<file path="src/rtl/dphy_tx_burst_sched.sv">
// D-PHY TX HS burst scheduler: round-robin link sharing between requesters,
// clock-lane handshake and data-lane LP-00 / HS-zero / payload / HS-trail sequencing.
module dphy_tx_burst_sched #(
  parameter int NUM_REQ     = 2,
  parameter int HS_PREP     = 4,
  parameter int HS_ZERO     = 10,
  parameter int HS_TRAIL    = 6,
  parameter int CLK_TIMEOUT = 64
) (
  input  logic               clk,
  input  logic               rst,
  input  logic               hs_enable,
  input  logic [NUM_REQ-1:0] req,
  input  logic [NUM_REQ-1:0] eot,
  output logic [NUM_REQ-1:0] grant,
  output logic               burst_active,
  output logic               clk_hs_req,
  input  logic               clk_hs_active,
  output logic [2:0]         dl_mode,
  output logic               err_timeout,
  output logic               busy
);

  // state       | meaning
  // IDLE        | link in LP, waiting for an enabled request
  // CLK_WAIT    | clock lane asked for HS, waiting for ack (with timeout)
  // DL_PREP     | data lanes drive LP-00 for HS_PREP cycles
  // DL_ZERO     | data lanes drive HS-0 for HS_ZERO cycles
  // SEND        | owner drives payload until its eot
  // DL_TRAIL    | HS-trail for HS_TRAIL cycles, then chain or release
  // CLK_RELEASE | clock lane asked to leave HS, waiting for ack to drop

  localparam int IW = (NUM_REQ > 1) ? $clog2(NUM_REQ) : 1;
  localparam int TW = $clog2(CLK_TIMEOUT) + 1;

  localparam logic [5:0]    PREP_LAST  = 6'(HS_PREP - 1);
  localparam logic [5:0]    ZERO_LAST  = 6'(HS_ZERO - 1);
  localparam logic [5:0]    TRAIL_LAST = 6'(HS_TRAIL - 1);
  localparam logic [TW-1:0] TO_LAST    = TW'(CLK_TIMEOUT - 1);
  localparam logic [IW-1:0] LAST_IDX   = IW'(NUM_REQ - 1);
  localparam logic [NUM_REQ-1:0] ONE   = NUM_REQ'(1);

  localparam logic [2:0] DL_STOP  = 3'd0;
  localparam logic [2:0] DL_PREPM = 3'd1;
  localparam logic [2:0] DL_ZEROM = 3'd2;
  localparam logic [2:0] DL_DATA  = 3'd3;
  localparam logic [2:0] DL_TRAILM = 3'd4;

  typedef enum logic [2:0] {
    S_IDLE,
    S_CLK_WAIT,
    S_DL_PREP,
    S_DL_ZERO,
    S_SEND,
    S_DL_TRAIL,
    S_CLK_RELEASE
  } state_t;

  state_t         state, state_n;
  logic [IW-1:0]  owner, owner_n;
  logic [IW-1:0]  ptr, ptr_n;
  logic [5:0]     lane_cnt;
  logic [TW-1:0]  to_cnt;
  logic           err_n;

  logic [IW-1:0]  cand;
  logic [IW-1:0]  arb_idx;
  logic           arb_found;

  logic [NUM_REQ-1:0] grant_d;
  logic               burst_d;
  logic               hs_req_d;
  logic [2:0]         dl_mode_d;
  logic               busy_d;

  // Search starts at ptr, which already points one past the last owner.
  always_comb begin
    cand      = '0;
    arb_found = 1'b0;
    arb_idx   = ptr;
    for (int k = 0; k < NUM_REQ; k++) begin
      cand = IW'((int'(ptr) + k) % NUM_REQ);
      if (!arb_found && req[cand]) begin
        arb_found = 1'b1;
        arb_idx   = cand;
      end
    end
  end

  always_comb begin
    state_n = state;
    owner_n = owner;
    ptr_n   = ptr;
    err_n   = 1'b0;
    case (state)
      S_IDLE: begin
        if (hs_enable && arb_found) begin
          owner_n = arb_idx;
          state_n = S_CLK_WAIT;
        end
      end
      S_CLK_WAIT: begin
        if (clk_hs_active) begin
          state_n = S_DL_PREP;
        end else if (!hs_enable) begin
          state_n = S_CLK_RELEASE;
        end else if (to_cnt == TO_LAST) begin
          state_n = S_CLK_RELEASE;
          err_n   = 1'b1;
        end
      end
      S_DL_PREP: begin
        if (!hs_enable) begin
          state_n = S_CLK_RELEASE;
        end else if (lane_cnt == PREP_LAST) begin
          state_n = S_DL_ZERO;
        end
      end
      S_DL_ZERO: begin
        if (!hs_enable) begin
          state_n = S_CLK_RELEASE;
        end else if (lane_cnt == ZERO_LAST) begin
          state_n = S_SEND;
        end
      end
      S_SEND: begin
        if (eot[owner]) begin
          state_n = S_DL_TRAIL;
          ptr_n   = (owner == LAST_IDX) ? '0 : owner + 1'b1;
        end
      end
      S_DL_TRAIL: begin
        if (lane_cnt == TRAIL_LAST) begin
          if (hs_enable && arb_found) begin
            owner_n = arb_idx;
            state_n = S_DL_PREP;
          end else begin
            state_n = S_CLK_RELEASE;
          end
        end
      end
      S_CLK_RELEASE: begin
        if (!clk_hs_active) state_n = S_IDLE;
      end
      default: state_n = S_IDLE;
    endcase
  end

  // Outputs are decoded from the next state so they register together with it.
  always_comb begin
    grant_d   = '0;
    burst_d   = 1'b0;
    hs_req_d  = 1'b0;
    dl_mode_d = DL_STOP;
    busy_d    = (state_n != S_IDLE);
    case (state_n)
      S_CLK_WAIT: hs_req_d = 1'b1;
      S_DL_PREP: begin
        hs_req_d  = 1'b1;
        dl_mode_d = DL_PREPM;
        grant_d   = ONE << owner_n;
      end
      S_DL_ZERO: begin
        hs_req_d  = 1'b1;
        dl_mode_d = DL_ZEROM;
        grant_d   = ONE << owner_n;
      end
      S_SEND: begin
        hs_req_d  = 1'b1;
        dl_mode_d = DL_DATA;
        grant_d   = ONE << owner_n;
        burst_d   = 1'b1;
      end
      S_DL_TRAIL: begin
        hs_req_d  = 1'b1;
        dl_mode_d = DL_TRAILM;
      end
      default: ;
    endcase
  end

  always_ff @(posedge clk or posedge rst) begin
    if (rst) begin
      state        <= S_IDLE;
      owner        <= '0;
      ptr          <= '0;
      lane_cnt     <= '0;
      to_cnt       <= '0;
      grant        <= '0;
      burst_active <= 1'b0;
      clk_hs_req   <= 1'b0;
      dl_mode      <= DL_STOP;
      err_timeout  <= 1'b0;
      busy         <= 1'b0;
    end else begin
      state        <= state_n;
      owner        <= owner_n;
      ptr          <= ptr_n;
      lane_cnt     <= (state_n != state) ? '0 : lane_cnt + 1'b1;
      if (state_n != state)
        to_cnt <= '0;
      else if (state == S_CLK_WAIT)
        to_cnt <= to_cnt + 1'b1;
      grant        <= grant_d;
      burst_active <= burst_d;
      clk_hs_req   <= hs_req_d;
      dl_mode      <= dl_mode_d;
      err_timeout  <= err_n;
      busy         <= busy_d;
    end
  end

endmodule

</file>
<file path="config.mk">
export PLATFORM = sky130hd
export DESIGN_NAME = dphy_tx_burst_sched
export DESIGN_NICKNAME = d
export VERILOG_FILES = /design/src/rtl/dphy_tx_burst_sched.sv
export SDC_FILE = /design/constraint.sdc
export NUM_CORES = 1
export LEC_CHECK = 0
export BUFFER_PORTS_ARGS = -buffer_cell sky130_fd_sc_hd__clkbuf_2
export CAP_MARGIN = 20
export CORE_AREA = 2 2 56 58
export DETAILED_ROUTE_END_ITERATION = 7
export DIE_AREA = 0 0 58 60
export PLACE_DENSITY = 0.82
export SLEW_MARGIN = 5
export SYNTH_ARGS = -nofsm -noshare
export SYNTH_HDL_FRONTEND = slang
export SYNTH_SLANG_ARGS = --single-unit
export TNS_END_PERCENT = 5
</file>
<file path="constraint.sdc">
create_clock -name clk -period 2.6 [get_ports clk]
set_input_delay 0.39 -clock clk [delete_from_list [all_inputs] [get_ports clk]]
set_output_delay 0.39 -clock clk [all_outputs]
set_load 0.02 [all_outputs]
</file>
# Yosys cells after proc, flatten, opt, wreduce, memory -nomap -nowiden
# Index checks and enable logic that the tools add are counted.
[totals]
register_bits = 27
input_bits = 8
out_inout_bits = 9
wordCells = 81
[op_classes]
addsub = 4
magnitude_cmp = 3
eq_ne = 16
n_shift = 1
n_mux = 37
reduce_logical = 9
[op_table]
columns = ["cell", "n"]
rows = [
  ["$mux 3", 12],
  ["$pmux 3 s7", 1],
  ["$mux 1", 18],
  ["$eq 3x3->1 const B", 5],
  ["$mux 7", 2],
  ["$eq 3x2->1 const B", 4],
  ["$pmux 3 s4", 1],
  ["$add 7x1->7 const B", 1],
  ["$eq 7x6->1 const B", 1],
  ["$add 6x1->6 const B", 1],
  ["$eq 3x1->1 const B", 2],
  ["$eq 6x2->1 const B", 1],
  ["$eq 6x3->1 const B", 1],
  ["$eq 6x4->1 const B", 1],
  ["$lt 1x2->1 const B", 3],
  ["$mux 6", 1],
  ["$reduce_or 5->1", 1],
  ["$logic_not 3->1", 1],
  ["$ne 3x3->1", 1],
  ["$reduce_bool 3->1", 1],
  ["$reduce_or 3->1", 1],
  ["$add 1x1->1 const B", 2],
  ["$logic_and 1x1->1", 2],
  ["$mux 2", 1],
  ["5 further kinds", 5],
]

# Logic depth before layout (Yosys ltp)
# Gate-level depths: netlist of the first run.
[depth]
ltp_word = 13
depth_mapped = 9
ltp_nobuf = 9

# Worst setup path after synthesis of the first run
# Ideal clock, no wire load.
[synth_timing]
path_type = "register to register"
start = "register to_cnt[0]"
end = "register lane_cnt[2]"
setup_ps = 121
arrival_time_ps = 1846
required_time_ps = 2479
slack_ps = 633
path_stages_with_launch = 9
n_path_buf = 1
period_less_slack_ps = 1967
cell_sequence = "dfrtp_1 -> ha_1 -> and4b_1 -> a21o_1 -> a311oi_2 -> nand3_1 -> o2111ai_1 -> buf_2 -> nor2_1"
[synth_via]
elab_chain_len = 7
[synth_lines]
columns = ["element", "line_no", "source"]
rows = [
  ["start: declaration", "63", "logic [TW-1:0] to_cnt;"],
  ["start signal: assignment", "203", "to_cnt <= to_cnt + 1'b1;"],
  ["$eq 7x6->1", "107", "end else if (to_cnt == TO_LAST) begin"],
  ["$mux 3", "107", ""],
  ["$mux 3", "105", "end else if (!hs_enable) begin"],
  ["$mux 3", "103", "if (clk_hs_active) begin"],
  ["$pmux 3 s7", "95", "case (state)"],
  ["$ne 3x3->1", "199", "lane_cnt <= (state_n != state) ? '0 : lane_cnt + 1'b1;"],
  ["$mux 6", "199", ""],
  ["end signal: assignment", "199", ""],
  ["end: declaration", "62", "logic [5:0] lane_cnt;"],
]
# Every way passes these cells.
# A chain may end at the register's enable or synchronous reset.

# Worst setup path in the final report of the first run
[layout_timing]
start = "register lane_cnt[1]"
end = "register to_cnt[0]"
[layout_via]
elab_chain_len = 6
elab_cells_between_ends = 12
classes_between = "4 x eq/ne; 7 x mux; 1 x reduce/logical"
[layout_lines]
columns = ["element", "line_no", "source"]
rows = [
  ["$eq 6x4->1 / $eq 6x2->1 (equally long branches)", "122, 115", ""],
  ["$mux 3 (on tied branches)", "122, 115", ""],
  ["$mux 3 (on tied branches)", "120, 113", ""],
  ["$pmux 3 s7 (*)", "95", ""],
  ["$ne 3x3->1 (*)", "200", "if (state_n != state)"],
  ["$mux 7 / $reduce_bool 2->1 (equally long branches)", "-", ""],
]
# Mark *: on every way between the ends. The rest lies on a longest branch, timed or not.

==> impl_metrics.yaml, run 1 <==
layout:
  instances_no_fill: 204
  insertedDiodeCount: 0
  drive_above_1_share: 0.211
  n_fill_cell: 274
  area_growth_pct: 10.0
  nets: 183
  finish.instance_area_mm2: 0.00164
run_status:
  status: "completed"
logic_synthesis:
  synth_area_leaders: "dfrtp_1 45%, nor2_1 5.0%, o21ai_0 3.0%"
  syn_inst: 154
  synthFlopType: "dfrtp_1"
  synth_seq_area_share: 0.454
  synth_nets: 165
  yosysUniqueCellTypes: 46
  yosys_warnings: 0
  synth_edf_count: 0
  yosys.area.top_type: "dfrtp_1"
  synth_area_mm2: 0.00149
  synth_seq_cells: 27
  synth.avg_cell_area_um2: 9.66
  async_reset_ff_frac: 1.00
  netlist.area_leader.share: 0.454
timing:
  grt_setup_unrepaired: "false"
  period_share: 0.922
  whs_ns: 0.0524
  maxSlewViolCount: 0
  post-route-min-period_ns: 2.40
  fin_worst_skew_ns: 0.00513
  setup_viol: 0
  max_freq_ghz: 0.417
  hold_viol: 0
  tightest_slew_ns: 0.995
  relSlewSlack: 0.336
  fin_setup_tns_ns: 0
detailed_routing:
  post_drt_wl_per_cell_um: 13.5
  drt_iter0_drc: 41
  finalWirelength_mm: 2.74
  drc: 0
  vias_per_cell: 5.65
  vias: 1153
  firstDrtPassIters: 4
  drtAntennaViolNets: 0
clock_tree:
  clkSinkCount: 27
  clock-root-buffer: "clkbuf_4"
  h-tree-depth: 1
  clk_path_buf_depth: 2
  cts_setup_buffers: 0
  clock_latency_ns: 0.33
  cts_tree: "built"
  numCtsBuffers: 3
  hold_buffers: 0
  ctsResizeCount: 0
  path_clk_slew_ns: 0.15
global_routing:
  grt_overflow: 0
  grt_pass1_vias: 1042
  grt_pass1_wl_mm: 4.73
  grt_start_max_net_pins: 28
  antenna_found_initial: 0
  track_usage: 0.178
placed_design:
  dp_hpwl_mm: 2.05
  dpl-instance-area_mm2: 0.00159
  gp_congestion: 0.838
  port_buffers: 16
  dp_cells: 199
pwr:
  vdd_ir_drop_max_mv: 0.583
  p_per_area_mw_per_mm2: 955
  p_leak_nw: 0.758
min_path:
  hp-class: "input port to asynchronous set/reset pin"
setup_path:
  critPathRequiredTime_ns: 2.79
  end_kind: "flop"
  crit_path_top_delay_cell: "o2111ai_1"
  crit_chain: "inv_1 > ha_1 > or3b_4 > nor3_2 > a311oi_2 > o2111ai_1 > nor2_1"
  cp_max_fo: 13
  cp.arrival_ns: 2.59
  startpoint_type: "flop"
  r2r-end: "to_cnt[0]"
  rrSetupSlack_ns: 0.20
  r2r_start: "lane_cnt[1]"
  rr_worst_depth: 7
  crit_path_max_incr_delay_ns: 0.82
  critPathKind: "flop to flop"
die:
  fp.dieArea_mm2: 0.00348
  die_y_um: 60
  core-area_mm2: 0.00290
  start_util: 0.513
  die_w_um: 58
  rows: 20
  io_pins: 17
job:
  maxCapViolCount: 0
metal layers:
layer | vias to the layer above | share of wire | GRT usage | wire [um]
met5 | - | 0 | 0 | 0
met4 | 0 | 0.0098 | 0.0532 | 27
met3 | 5 | 0.044 | 0.0325 | 121
met2 | 29 | 0.47 | 0.287 | 1290
met1 | 548 | 0.48 | 0.247 | 1310
li1 | 571 | - | - | -
critical path: cells and delay by family, from the launching register on:
kind,cells,cell delay (ns)
AO/OA/AOI/OAI,2,0.90
AND/OR/NAND/NOR,3,0.71
flip-flops,1,0.43
adder cells (fa/ha/maj),1,0.14
buffers and inverters,1,0.06
cells in the mapped netlist (all sizes together), types with 2 or more instances:
library cell,count
a21o,2
nor3,4
nand2b,2
ha,3
dfrtp,27
nor2,20
nor4,2
xor2,5
inv,10
and4,2
and2,3
xnor2,5
nand3,7
nor3b,3
o31ai,2
a21boi,2
nand2,12
a21oi,6
nand3b,3
buf,6
o21ai,9
a31oi,2
where the power goes:
group,switching (W),total [W],internal [W]
clock network,0.000126,0.000185,0.0000590
logic,0.000446,0.000736,0.000290
registers,0.000113,0.000642,0.000529
cells in the final DEF (no fill, tap or decap), drive strengths merged, types with 4 or more instances in the layout:
master and count:
o21ai 9, a21oi 6, nand3 7, nor2 20
xnor2 5, inv 10, nand2 12, dfrtp 27
xor2 5, clkbuf 19, nor3 4
layout make-up:
type	count	area, um^2	area share
Clock inverter	1	7.51	0.00459
Multi-Input combinational cell	111	742	0.453
Tap cell	33	41.3	0.0252
Inverter	10	37.5	0.0229
Sequential cell	27	676	0.413
Timing Repair Buffer	19	110	0.0673
Clock buffer	3	22.5	0.0138
through the flow:
step / total power, W / utilization / setup slack (ns)
finish: 0.00156 / 0.564 / 0.202
global route: 0.00168 / 0.564 / 0.00205
CTS: 0.00157 / 0.559 / 0.216
detailed placement: 0.00138 / 0.548 / 0.237
global placement: 0.00135 / 0.548 / 0.313
floorplan: 0.00122 / - / 0.633
how the worst max path moves through the flow:
| stage | from | endpoint | slack [ns] | depth (start not counted) |
|---|---|---|---|---|
| finish | lane_cnt[1] | to_cnt[0] | 0.20 | 7 |
| global route | lane_cnt[1] | lane_cnt[3] | 0.002 | 7 |
| CTS | lane_cnt[1] | lane_cnt[3] | 0.22 | 7 |
| detailed placement | lane_cnt[1] | lane_cnt[3] | 0.24 | 7 |
| global placement | lane_cnt[1] | lane_cnt[5] | 0.31 | 7 |
| floorplan | to_cnt[0] | lane_cnt[2] | 0.63 | 8 |
logic make-up (layout without fill, tap and decap cells):
logic type                 Yosys count  in the layout  synth area share
AOI/OAI and AO/OA                   33             33             0.154
DFF                                 27             27             0.454
xor gates and xnor gates            10             10            0.0589
buffers and inverters               16             33            0.0471
adders and majority gates            3              3            0.0252
muxes                                1              1           0.00757
and+or+nand+nor                     64             64             0.253
flip-flops by register name, indices dropped and copies added, names as in the netlist, 2 cells and up:
register  count
state         3
dl_mode       3
lane_cnt      6
to_cnt        7
grant         2
(Power assumes the default switching activity.)
==> run 2: changes to the inputs <==
--- a/config.mk
+++ b/config.mk
@@ -5,12 +5,13 @@
 export SDC_FILE = /design/constraint.sdc
 export NUM_CORES = 1
 export LEC_CHECK = 0
-export BUFFER_PORTS_ARGS = -buffer_cell sky130_fd_sc_hd__clkbuf_2
+export ABC_CLOCK_PERIOD_IN_PS = 2600
 export CAP_MARGIN = 20
 export CORE_AREA = 2 2 56 58
 export DETAILED_ROUTE_END_ITERATION = 7
 export DIE_AREA = 0 0 58 60
-export PLACE_DENSITY = 0.82
+export DONT_BUFFER_PORTS = 1
+export PLACE_DENSITY = 0.77
 export SLEW_MARGIN = 5
 export SYNTH_ARGS = -nofsm -noshare
 export SYNTH_HDL_FRONTEND = slang
==> run 2 against run 1 <==
Against the previous run: total power shrank 2.9%; first-iteration DRC count is 20% lower; non-clock buffer count down 15; clock power is 3% lower; hold slack improved by 0.070 ns; register-to-register slack better by 0.21 ns; largest power group is now sequential cells.
==> impl_metrics.yaml, run 2 (synthesis gave the netlist of run 1 again) <==
setup_path:
  startpoint_type: "flop"
  critPathRequiredTime_ns: 2.84
  cp_max_fo: 13
  crit_path_top_delay_cell: "dfrtp_1"
  cp.arrival_ns: 2.43
  critPathKind: "flop to flop"
  crit_path_max_incr_delay_ns: 0.44
  end_kind: "flop"
  critical_path.top_delay_family: "compound AO/OA/AOI/OAI gates"
  path_buf_inv: 0
  crit_chain: "ha_1 > and4b_1 > nand2_1 > a31oi_1 > o31ai_1 > o2111ai_2 > a21oi_1"
global_routing:
  track_usage: 0.180
  grt_start_max_net_pins: 28
  grt_pass1_wl_mm: 4.80
  grt_overflow: 0
  antenna_found_initial: 0
  grt_pass1_vias: 1064
die:
  core-area_mm2: 0.00290
  fp.dieArea_mm2: 0.00348
  rows: 20
  io_pins: 17
  die_y_um: 60
  die_w_um: 58
  start_util: 0.513
detailed_routing:
  drt_iter0_drc: 33
  drc: 0
  firstDrtPassIters: 4
  finalWirelength_mm: 2.72
  vias_per_cell: 5.78
  drtAntennaViolNets: 0
  vias: 1093
  post_drt_wl_per_cell_um: 14.4
clock_tree:
  clock_latency_ns: 0.32
  numCtsBuffers: 3
  path_clk_slew_ns: 0.14
  h-tree-depth: 1
  cts_setup_buffers: 0
  clock-root-buffer: "clkbuf_4"
  clk_path_buf_depth: 2
  clkSinkCount: 27
  cts_tree: "built"
timing:
  max_freq_ghz: 0.456
  fin_worst_skew_ns: 0.00502
  tightest_slew_ns: 0.748
  grt_setup_unrepaired: "false"
  fin_setup_tns_ns: 0
  relSlewSlack: 0.500
  post-route-min-period_ns: 2.19
  setup_viol: 0
  hold_viol: 0
  maxSlewViolCount: 0
  period_share: 0.843
run_status:
  status: "completed"
pwr:
  vdd_ir_drop_max_mv: 0.603
  p_per_area_mw_per_mm2: 965
  p_leak_nw: 0.697
layout:
  nets: 168
  largest_reg_flops: 7
  drive_above_1_share: 0.135
  regMostFlops: "to_cnt"
  layout_common_cells: "27 x dfrtp_1, 20 x nor2_1, 12 x nand2_1"
  reg_top3: "to_cnt (7), lane_cnt (6)"
  insertedDiodeCount: 0
  area_growth_pct: 5.72
  finish.instance_area_mm2: 0.00157
  mostFrequentLayoutCell: "dfrtp_1"
placed_design:
  dp_hpwl_mm: 2.06
  gp_congestion: 0.856
  dpl-instance-area_mm2: 0.00151
  port_buffers: 0
job:
  maxCapViolCount: 0
min_path:
  hp-class: "input port to flop"
-- run 2: cell types whose count changed in the layout (fill, tap and decap cells not counted), sizes merged --
cell         delta
clkbuf         -16
dlygate4sd3     +1
-- run 2: per-stage QoR --
stage | std cells | utilization | power, W | setup slack, ns | hold slack, ns
after floorplan | 154 | - | 0.00122 | 0.633 | 0.443
after global placement | 183 | 0.521 | 0.00131 | 0.324 | 0.468
after detailed placement | 183 | 0.521 | 0.00133 | 0.189 | 0.471
after CTS | 187 | 0.531 | 0.00152 | 0.189 | 0.106
after global routing | 189 | 0.542 | 0.00165 | 0.259 | 0.0966
final | 189 | 0.542 | 0.00152 | 0.408 | 0.123
-- run 2: layout make-up --
cell class | count | area, um^2
Clock inverter | 1 | 7.51
Timing Repair Buffer | 4 | 40.0
Sequential cell | 27 | 676
Multi-Input combinational cell | 111 | 748
Fill cell | 265 | 1330
Inverter | 10 | 37.5
Clock buffer | 3 | 22.5
Tap cell | 33 | 41.3
-- run 2: worst paths after layout --
check                           slack [ns]          end  cells past startpoint     startpoint
min in group asynchronous             0.50  lane_cnt[0]                      2            rst
worst min-delay path                  0.12  err_timeout                      1  clk_hs_active
max in group asynchronous             1.63         busy                      3            rst
worst max-delay path                  0.41    to_cnt[5]                      7      to_cnt[0]
worst min register to register        0.50  lane_cnt[0]                      1    lane_cnt[0]
worst max register to register        0.41    to_cnt[5]                      7      to_cnt[0]
-- run 2: routing by layer --
layer,GRT usage,share of wire,up-vias
met5,0,0,-
met4,0.0598,0.013,0
met3,0.0390,0.038,6
met2,0.292,0.48,18
met1,0.239,0.47,530
li1,-,-,539
-- run 2: timing repair --
action | CTS | global route
hold endpoints to repair | 0 | 11
endpoints found under the setup margin | 0 | 2
hold buffers | 0 | 1
resized for setup | 0 | 1
-- run 2: where the power goes --
group / leakage (nW) / total (W) / internal, W / switching (W)
clock network: 0.0139 / 0.000179 / 0.0000587 / 0.000120
registers: 0.343 / 0.000714 / 0.000529 / 0.000184
logic: 0.340 / 0.000624 / 0.000262 / 0.000362
total: 0.697 / 0.00152 / 0.000850 / 0.000667
